`src/rtl/rca_stream_accumulator.sv`:
```
// ---------------------------------------------------------------------------
// rca_stream_accumulator
//
// Purpose:
//   Sequential front/back end for an external combinational ripple-carry
//   adder. Operands arrive on a valid/ready stream. Each operand is added to
//   a running N-bit accumulator by the external adder. A sticky overflow flag
//   and a saturating operand count are kept with the sum. When the operand
//   marked last has been added, the group total is held on a valid/ready
//   output until it is taken.
//
// Ports:
//   clk        in   1      single clock, rising edge
//   rst        in   1      synchronous, active-high reset
//   in_valid   in   1      operand valid
//   in_ready   out  1      operand can be accepted this cycle
//   in_data    in   N      unsigned operand
//   in_last    in   1      operand closes the current group
//   add_a      out  N      adder num1: accumulator
//   add_b      out  N      adder num2: registered operand
//   add_sum    in   N+1    adder result, bit N = carry-out
//   out_valid  out  1      group total available
//   out_ready  in   1      consumer takes the total
//   out_sum    out  N      group sum modulo 2^N
//   out_ovf    out  1      some addition in the group carried out
//   out_count  out  CNT_W  operands in the group, saturating
// ---------------------------------------------------------------------------
module rca_stream_accumulator #(
    parameter int N     = 8,
    parameter int CNT_W = 8
) (
    input  logic             clk,
    input  logic             rst,
    input  logic             in_valid,
    output logic             in_ready,
    input  logic [N-1:0]     in_data,
    input  logic             in_last,
    output logic [N-1:0]     add_a,
    output logic [N-1:0]     add_b,
    input  logic [N:0]       add_sum,
    output logic             out_valid,
    input  logic             out_ready,
    output logic [N-1:0]     out_sum,
    output logic             out_ovf,
    output logic [CNT_W-1:0] out_count
);

    typedef enum logic [1:0] {
        ST_ACCEPT,
        ST_ADD,
        ST_DONE
    } state_t;

    state_t           state;
    state_t           state_next;
    logic [N-1:0]     acc;
    logic [N-1:0]     op_reg;
    logic             last_reg;
    logic             ovf;
    logic [CNT_W-1:0] count;

    // Next-state decode.
    always_comb begin
        // NOTE: default first so every path assigns state_next; no latch.
        state_next = state;
        case (state)
            ST_ACCEPT: if (in_valid) state_next = ST_ADD;
            ST_ADD:    state_next = last_reg ? ST_DONE : ST_ACCEPT;
            ST_DONE:   if (out_ready) state_next = ST_ACCEPT;
            default:   state_next = ST_ACCEPT;
        endcase
    end

    // State and datapath registers.
    always_ff @(posedge clk) begin
        // NOTE: sequential state uses <= so every register samples pre-edge values.
        if (rst) begin
            state    <= ST_ACCEPT;
            acc      <= '0;
            op_reg   <= '0;
            last_reg <= 1'b0;
            ovf      <= 1'b0;
            count    <= '0;
        end else begin
            state <= state_next;
            case (state)
                ST_ACCEPT: begin
                    if (in_valid) begin
                        op_reg   <= in_data;
                        last_reg <= in_last;
                    end
                end
                ST_ADD: begin
                    // The adder has settled on acc + op_reg during this cycle.
                    acc <= add_sum[N-1:0];
                    ovf <= ovf | add_sum[N];
                    if (count != '1) count <= count + CNT_W'(1);
                end
                ST_DONE: begin
                    if (out_ready) begin
                        acc   <= '0;
                        ovf   <= 1'b0;
                        count <= '0;
                    end
                end
                default: ;
            endcase
        end
    end

    // Outputs decode from state and registers only; nothing flows from in_* to out_*.
    assign in_ready  = (state == ST_ACCEPT);
    assign out_valid = (state == ST_DONE);
    assign add_a     = acc;
    assign add_b     = op_reg;
    assign out_sum   = acc;
    assign out_ovf   = ovf;
    assign out_count = count;

endmodule

```
`config.mk`:
```
export PLATFORM = sky130hd
export DESIGN_NAME = rca_stream_accumulator
export DESIGN_NICKNAME = d
export VERILOG_FILES = /design/src/rtl/rca_stream_accumulator.sv
export SDC_FILE = /design/constraint.sdc
export NUM_CORES = 1
export LEC_CHECK = 0
export ABC_CLOCK_PERIOD_IN_PS = 1300
export CAP_MARGIN = 20
export CORE_UTILIZATION = 37
export DETAILED_ROUTE_END_ITERATION = 12
export PLACE_DENSITY_LB_ADDON = 0.3
export SYNTH_ARGS = -nofsm -noshare
export SYNTH_HDL_FRONTEND = slang
export SYNTH_SLANG_ARGS = --single-unit
```
`constraint.sdc`:
```
create_clock -name clk -period 1.3 [get_ports clk]
set_input_delay 0.26 -clock clk [delete_from_list [all_inputs] [get_ports clk]]
set_output_delay 0.26 -clock clk [all_outputs]
set_load 0.1 [all_outputs]
```
==> results.py, run 1 <==
metrics = {
    "clock_tree": {
        "worstSkewPairLatency_ns": 0.32,
        "clock_sinks": 28,
        "cts-htree-levels": 1,
        "clk_pin_slew_ns": 0.15,
        "cts_hold_buffers": 0,
        "cts_root_buf": "clkbuf_4",
        "cts_buffers": 3,
        "cts_tree": "done",
        "clock_path_buffers": 2,
    },
    "synthesis": {
        "yosysWarnings": 0,
        "async_reset_ff_share_pct": 0,
        "avgSynthCellArea_sq_um": 7.68,
        "synth_fp_nets": 191,
        "netlist_area_sq_um": 1290,
        "synth_seq_area_share_pct": 43.5,
        "syn_inst": 168,
        "synth_flop_cell": "dfxtp_1",
        "ys_types": 31,
        "synth-edff-count": 0,
        "synth-seq-cells": 28,
    },
    "setup_path": {
        "path_class": "reg2out",
        "crit_arrival_ns": 1.15,
        "reg2reg_depth": 5,
        "crit_path_max_fanout": 3,
        "end_kind": "output pin",
        "start_kind": "flip-flop",
        "worst_ep_required_time_ns": 1.04,
    },
    "place": {
        "gp_congestion": 0.739,
        "dp_cells": 273,
        "dp_hpwl_um": 3010,
        "portBuffers": 56,
        "dp_slack_ns": -0.287,
    },
    "timing": {
        "setup_violations": 8,
        "hold_ws_ns": 0.454,
        "finalWorstSetupSlack_ns": -0.112,
        "hold_violations": 0,
        "clock_skew_ns": 0.00493,
        "slew_headroom_pct": 76.5,
        "drv_slew": 0,
        "layout_min_cycle_time_ns": 1.41,
        "setup_tns_ns": -0.638,
        "fmax_ghz": 0.708,
        "rsz0062_at_grt": "yes",
        "worst_pin_slew_ns": 0.351,
        "finalCritPeriodShare_pct": 109,
    },
    "drt": {
        "drt-vias-per-instance": 5.17,
        "drt-pass1-iter-count": 4,
        "vias": 1521,
        "wl_per_cell_um": 15.0,
        "wl_um": 4420,
        "antenna_left": 0,
        "drt_iter0_markers": 79,
        "drc": 0,
    },
    "final_layout": {
        "layout.cells.non_filler": 294,
        "drive_gt1_share_pct": 45.6,
        "syn_to_final_growth_pct": 110,
        "final_cell_mix": "buf_12, buf_4, a21oi_1",
        "mostFrequentLayoutCell": "buf_12",
        "nets": 272,
        "antenna_cells": 0,
        "finish.utilization_pct": 81.1,
    },
    "run": {
        "maxCapViolations": 0,
    },
    "die": {
        "rows": 21,
        "die_w_um": 61.0,
        "die_area_sq_um": 3730,
        "start_util_pct": 38.7,
        "io_pins": 57,
        "core-area_sq_um": 3340,
        "die_y_um": 61.0,
    },
    "hold_path": {
        "hold_class": "in2reg",
        "whs_path_depth": 3,
    },
    "run_status": {
        "violations": "negative setup slack",
        "outcome": "finished, violations left",
    },
    "grt": {
        "grt_pass1_vias": 1459,
        "grt_max_degree": 16,
        "grt_pass1_wl_um": 6510,
        "grt-ovfl-total": 0,
        "grt.total_usage_pct": 23.6,
        "antenna_found_initial": 0,
    },
    "power": {
        "vdd_drop_max_mv": 0.794,
        "p_leak_nw": 1.06,
        "power_density_nw_per_um2": 919,
    },
}
[synthesized netlist by cell type (3+ instances only)]
cell type   n  area share [%]
a21oi_1    23             8.9
o21ai_0     7             2.7
nor2_1     25             7.3
and2_1      3             1.5
nand3_1     4             1.6
buf_4       9             5.2
clkbuf_1    4             1.2
nand2b_1    4             1.9
dfxtp_1    28              43
inv_1       3            0.87
nor2b_1     3             1.5
nor4_1      7             3.4
nand2_1    23             6.7
[where the power goes]
group / switching (mW) / internal, mW / leakage, nW
clock network: 0.259 / 0.171 / 0.0210
registers: 0.0867 / 0.899 / 0.242
logic: 0.654 / 0.419 / 0.795
[path summary, 6_finish.rpt]
path,from,end,slack (ns)
min,in_data[1],add_b[1],0.45
max reg2reg,state[1],out_count[0],-0.10
min reg2reg,last_reg,last_reg,0.48
max,state[1],out_valid,-0.11
[worst max-delay path: stages, from the launching register on]
cell        delay (ns)
dfxtp_2           0.37
buf_6             0.12
nand2b_4          0.08
clkinvlp_4        0.09
buf_12            0.17
[final cells by class]
type                       count  area [sq um]
timing repair buffer          92          1230
tap                           46          57.6
fill                         202           629
multi-input combinational    120           743
sequential                    28           624
inverter                       4          18.8
clock buffer                   4          36.3
[metrics by stage]
stage / instance area, sq um / power (mW)
2_1_floorplan: 1420 / 1.61
5_1_grt: 2710 / 2.58
3_5_place_dp: 2440 / 2.03
3_3_place_gp: 2440 / 2.01
4_1_cts: 2610 / 2.48
6_report: 2710 / 2.49
[cell families (layout without fill, tap and decap cells)]
kind of cell             Yosys count  after routing  share of synthesized area [%]
flip-flops                        28             28                           43.5
AO/OA/AOI/OAI                     38             38                           16.3
AND/OR/NAND/NOR                   79             79                           29.1
buffers and inverters             20            100                           8.63
adder cells (fa/ha/maj)            1              1                          0.970
multiplexers                       2              2                           1.55
[what timing repair did]
action,in CTS,in global routing
setup endpoints to repair,26,21
endpoints found under the hold margin,0,0
buffers inserted,9,8
pin swaps,6,6
resized for setup,19,13
[metal layers]
| layer | wire (um) | track usage (%) | vias to the layer above |
|---|---|---|---|
| li1 | - | - | 738 |
| met1 | 1780 | 27.6 | 734 |
| met2 | 2420 | 41.3 | 43 |
| met3 | 160 | 3.99 | 6 |
| met4 | 65 | 12.3 | 0 |
| met5 | 0 | 0 | - |
Note: power is estimated with default switching activity, not from simulation.
==> run 2: changes to the inputs <==
--- a/config.mk
+++ b/config.mk
@@ -5,9 +5,9 @@
 export SDC_FILE = /design/constraint.sdc
 export NUM_CORES = 1
 export LEC_CHECK = 0
-export ABC_CLOCK_PERIOD_IN_PS = 1300
+export ABC_CLOCK_PERIOD_IN_PS = 1370
 export CAP_MARGIN = 20
-export CORE_UTILIZATION = 37
+export CORE_UTILIZATION = 41
 export DETAILED_ROUTE_END_ITERATION = 12
 export PLACE_DENSITY_LB_ADDON = 0.3
 export SYNTH_ARGS = -nofsm -noshare
==> constraint.sdc (replaced) <==
create_clock -name clk -period 1.37 [get_ports clk]
set_input_delay 0.274 -clock clk [delete_from_list [all_inputs] [get_ports clk]]
set_output_delay 0.274 -clock clk [all_outputs]
set_load 0.1 [all_outputs]
==> run 2 against run 1 <==
The run still ends with negative setup slack left; sequential share of layout area increased by 0.75 points; cell area fell by 6.1%; non-clock buffer count fell by 11; via count rose by 0.13%; critical path depth shrank 1; largest cell class unchanged; highest routed layer unchanged.
==> results.py, run 2 (synthesis gave the netlist of run 1 again) <==
metrics = {
    "place": {
        "portBuffers": 56,
        "gp_congestion": 0.801,
        "dp_hpwl_um": 3100,
        "dp_slack_ns": -0.247,
    },
    "die": {
        "io_pins": 57,
        "die_y_um": 58.1,
        "core-area_sq_um": 2880,
        "rows": 19,
        "die_w_um": 58.1,
        "start_util_pct": 44.8,
        "die_area_sq_um": 3370,
    },
    "setup_path": {
        "worst_ep_required_time_ns": 1.10,
        "path_class": "reg2out",
        "cp-startpoint": "state[0]",
        "crit_chain": "nand2b_4, clkinvlp_4, buf_12",
        "r2r-start": "out_count[1]",
        "start_kind": "flip-flop",
        "critPathTopFamily": "flip-flops",
        "crit_path_max_fanout": 6,
        "slowest_delay_ns": 0.42,
        "crit_buf_inv": 2,
        "reg2reg_setup_slack_ns": -0.02,
        "cp_slowest_cell": "dfxtp_4",
        "end_kind": "output pin",
        "crit_arrival_ns": 1.17,
    },
    "drt": {
        "wl_um": 4600,
        "antenna_left": 0,
        "drt-pass1-iter-count": 5,
        "drt-vias-per-instance": 5.46,
        "drt_iter0_markers": 93,
        "drc": 0,
        "wl_per_cell_um": 16.5,
        "vias": 1523,
    },
    "timing": {
        "fmax_ghz": 0.692,
        "slew_headroom_pct": 78.4,
        "clock_skew_ns": 0.0152,
        "worst_pin_slew_ns": 0.321,
        "drv_slew": 0,
        "hold_violations": 0,
        "layout_min_cycle_time_ns": 1.45,
        "finalCritPeriodShare_pct": 106,
        "setup_violations": 3,
        "finalWorstSetupSlack_ns": -0.0754,
        "rsz0062_at_grt": "yes",
    },
    "power": {
        "p_leak_nw": 0.986,
        "vdd_drop_max_mv": 0.901,
        "power_density_nw_per_um2": 917,
    },
    "grt": {
        "grt.total_usage_pct": 25.3,
        "grt_max_degree": 16,
        "grt_pass1_wl_um": 6540,
        "grt_pass1_vias": 1510,
        "grt-ovfl-total": 0,
        "antenna_found_initial": 0,
    },
    "final_layout": {
        "seq_area_sq_um": 606,
        "nFillCells": 125,
        "syn_to_final_growth_pct": 97.2,
        "finish.utilization_pct": 88.4,
        "drive_gt1_share_pct": 42.2,
        "mostFrequentLayoutCell": "buf_12",
        "final_cell_mix": "buf_12, nor2_1, a21oi_1",
        "nets": 261,
        "multi_input_area_sq_um": 717,
        "antenna_cells": 0,
    },
    "run": {
        "maxCapViolations": 0,
    },
    "clock_tree": {
        "worstSkewPairLatency_ns": 0.33,
        "cts_tree": "done",
        "cts-htree-levels": 1,
        "cts_buffers": 3,
        "clock_sinks": 28,
        "clk_pin_slew_ns": 0.16,
        "cts_root_buf": "clkbuf_4",
        "cts_hold_buffers": 0,
        "clock_path_buffers": 2,
    },
    "run_status": {
        "violations": "negative setup slack",
        "outcome": "finished, violations left",
    },
    "hold_path": {
        "hold_class": "in2reg",
        "hold_start": "in_data[1]",
    },
}
run 2: changes by cell type in the layout (fill, tap and decap cells not counted), moves of 3 or more:
| cell | change |
|---|---|
| dfxtp_4 | -7 |
| dfxtp_2 | +6 |
| buf_6 | -3 |
| o21ai_0 | +3 |
| buf_4 | -6 |
| o21ai_1 | -3 |
run 2: cell type report:
cell class	instances	area share, %
Timing Repair Buffer	81	43.8
Multi-Input combinational cell	120	28.2
Sequential cell	28	23.8
Tap cell	42	2.07
Clock buffer	4	1.43
Inverter	4	0.738
run 2: metal layers:
layer,routed length [um],up-vias,global-route usage [%]
met5,0,-,0
li1,-,717,-
met2,2500,72,47.6
met4,148,0,9.18
met3,244,18,5.58
met1,1700,716,27.4
run 2: final timing paths:
kind | to | cells after the start
setup / recovery | out_valid | 3
hold / removal | add_b[1] | 3
setup reg to reg | out_count[5] | 5
hold reg to reg | last_reg | 2
run 2: power by group:
group	switching [mW]	total (mW)	leakage (nW)	internal, mW
Clock	0.240	0.402	0.0210	0.163
Sequential	0.0848	0.943	0.240	0.858
Combinational	0.614	0.987	0.726	0.373
run 2: worst register-to-register path, delay by kind of cell, from the launching register on:
| kind | cells | cell delay (ns) |
|---|---|---|
| buffers and inverters | 2 | 0.31 |
| DFF | 1 | 0.40 |
| AOI/OAI and AO/OA | 2 | 0.41 |
| and+or+nand+nor | 1 | 0.18 |
run 2: per-stage QoR:
step	area (sq um)	std cells	TNS, ns	total power [mW]	hold WS, ns
after floorplan	1390	168	-1.40	1.53	0.410
after CTS	2440	273	-0.155	2.31	0.477
final	2540	279	-0.146	2.33	0.468
after global routing	2540	279	-0.356	2.40	0.470
after detailed placement	2350	263	-2.69	1.92	0.476
after global placement	2350	263	-1.38	1.89	0.448
run 2: timing repair:
item                                   CTS  global route
resized for setup                        5            15
setup endpoints to repair               13            19
pin swaps                                1             4
endpoints found under the hold margin    0             0
buffers inserted                         6             6
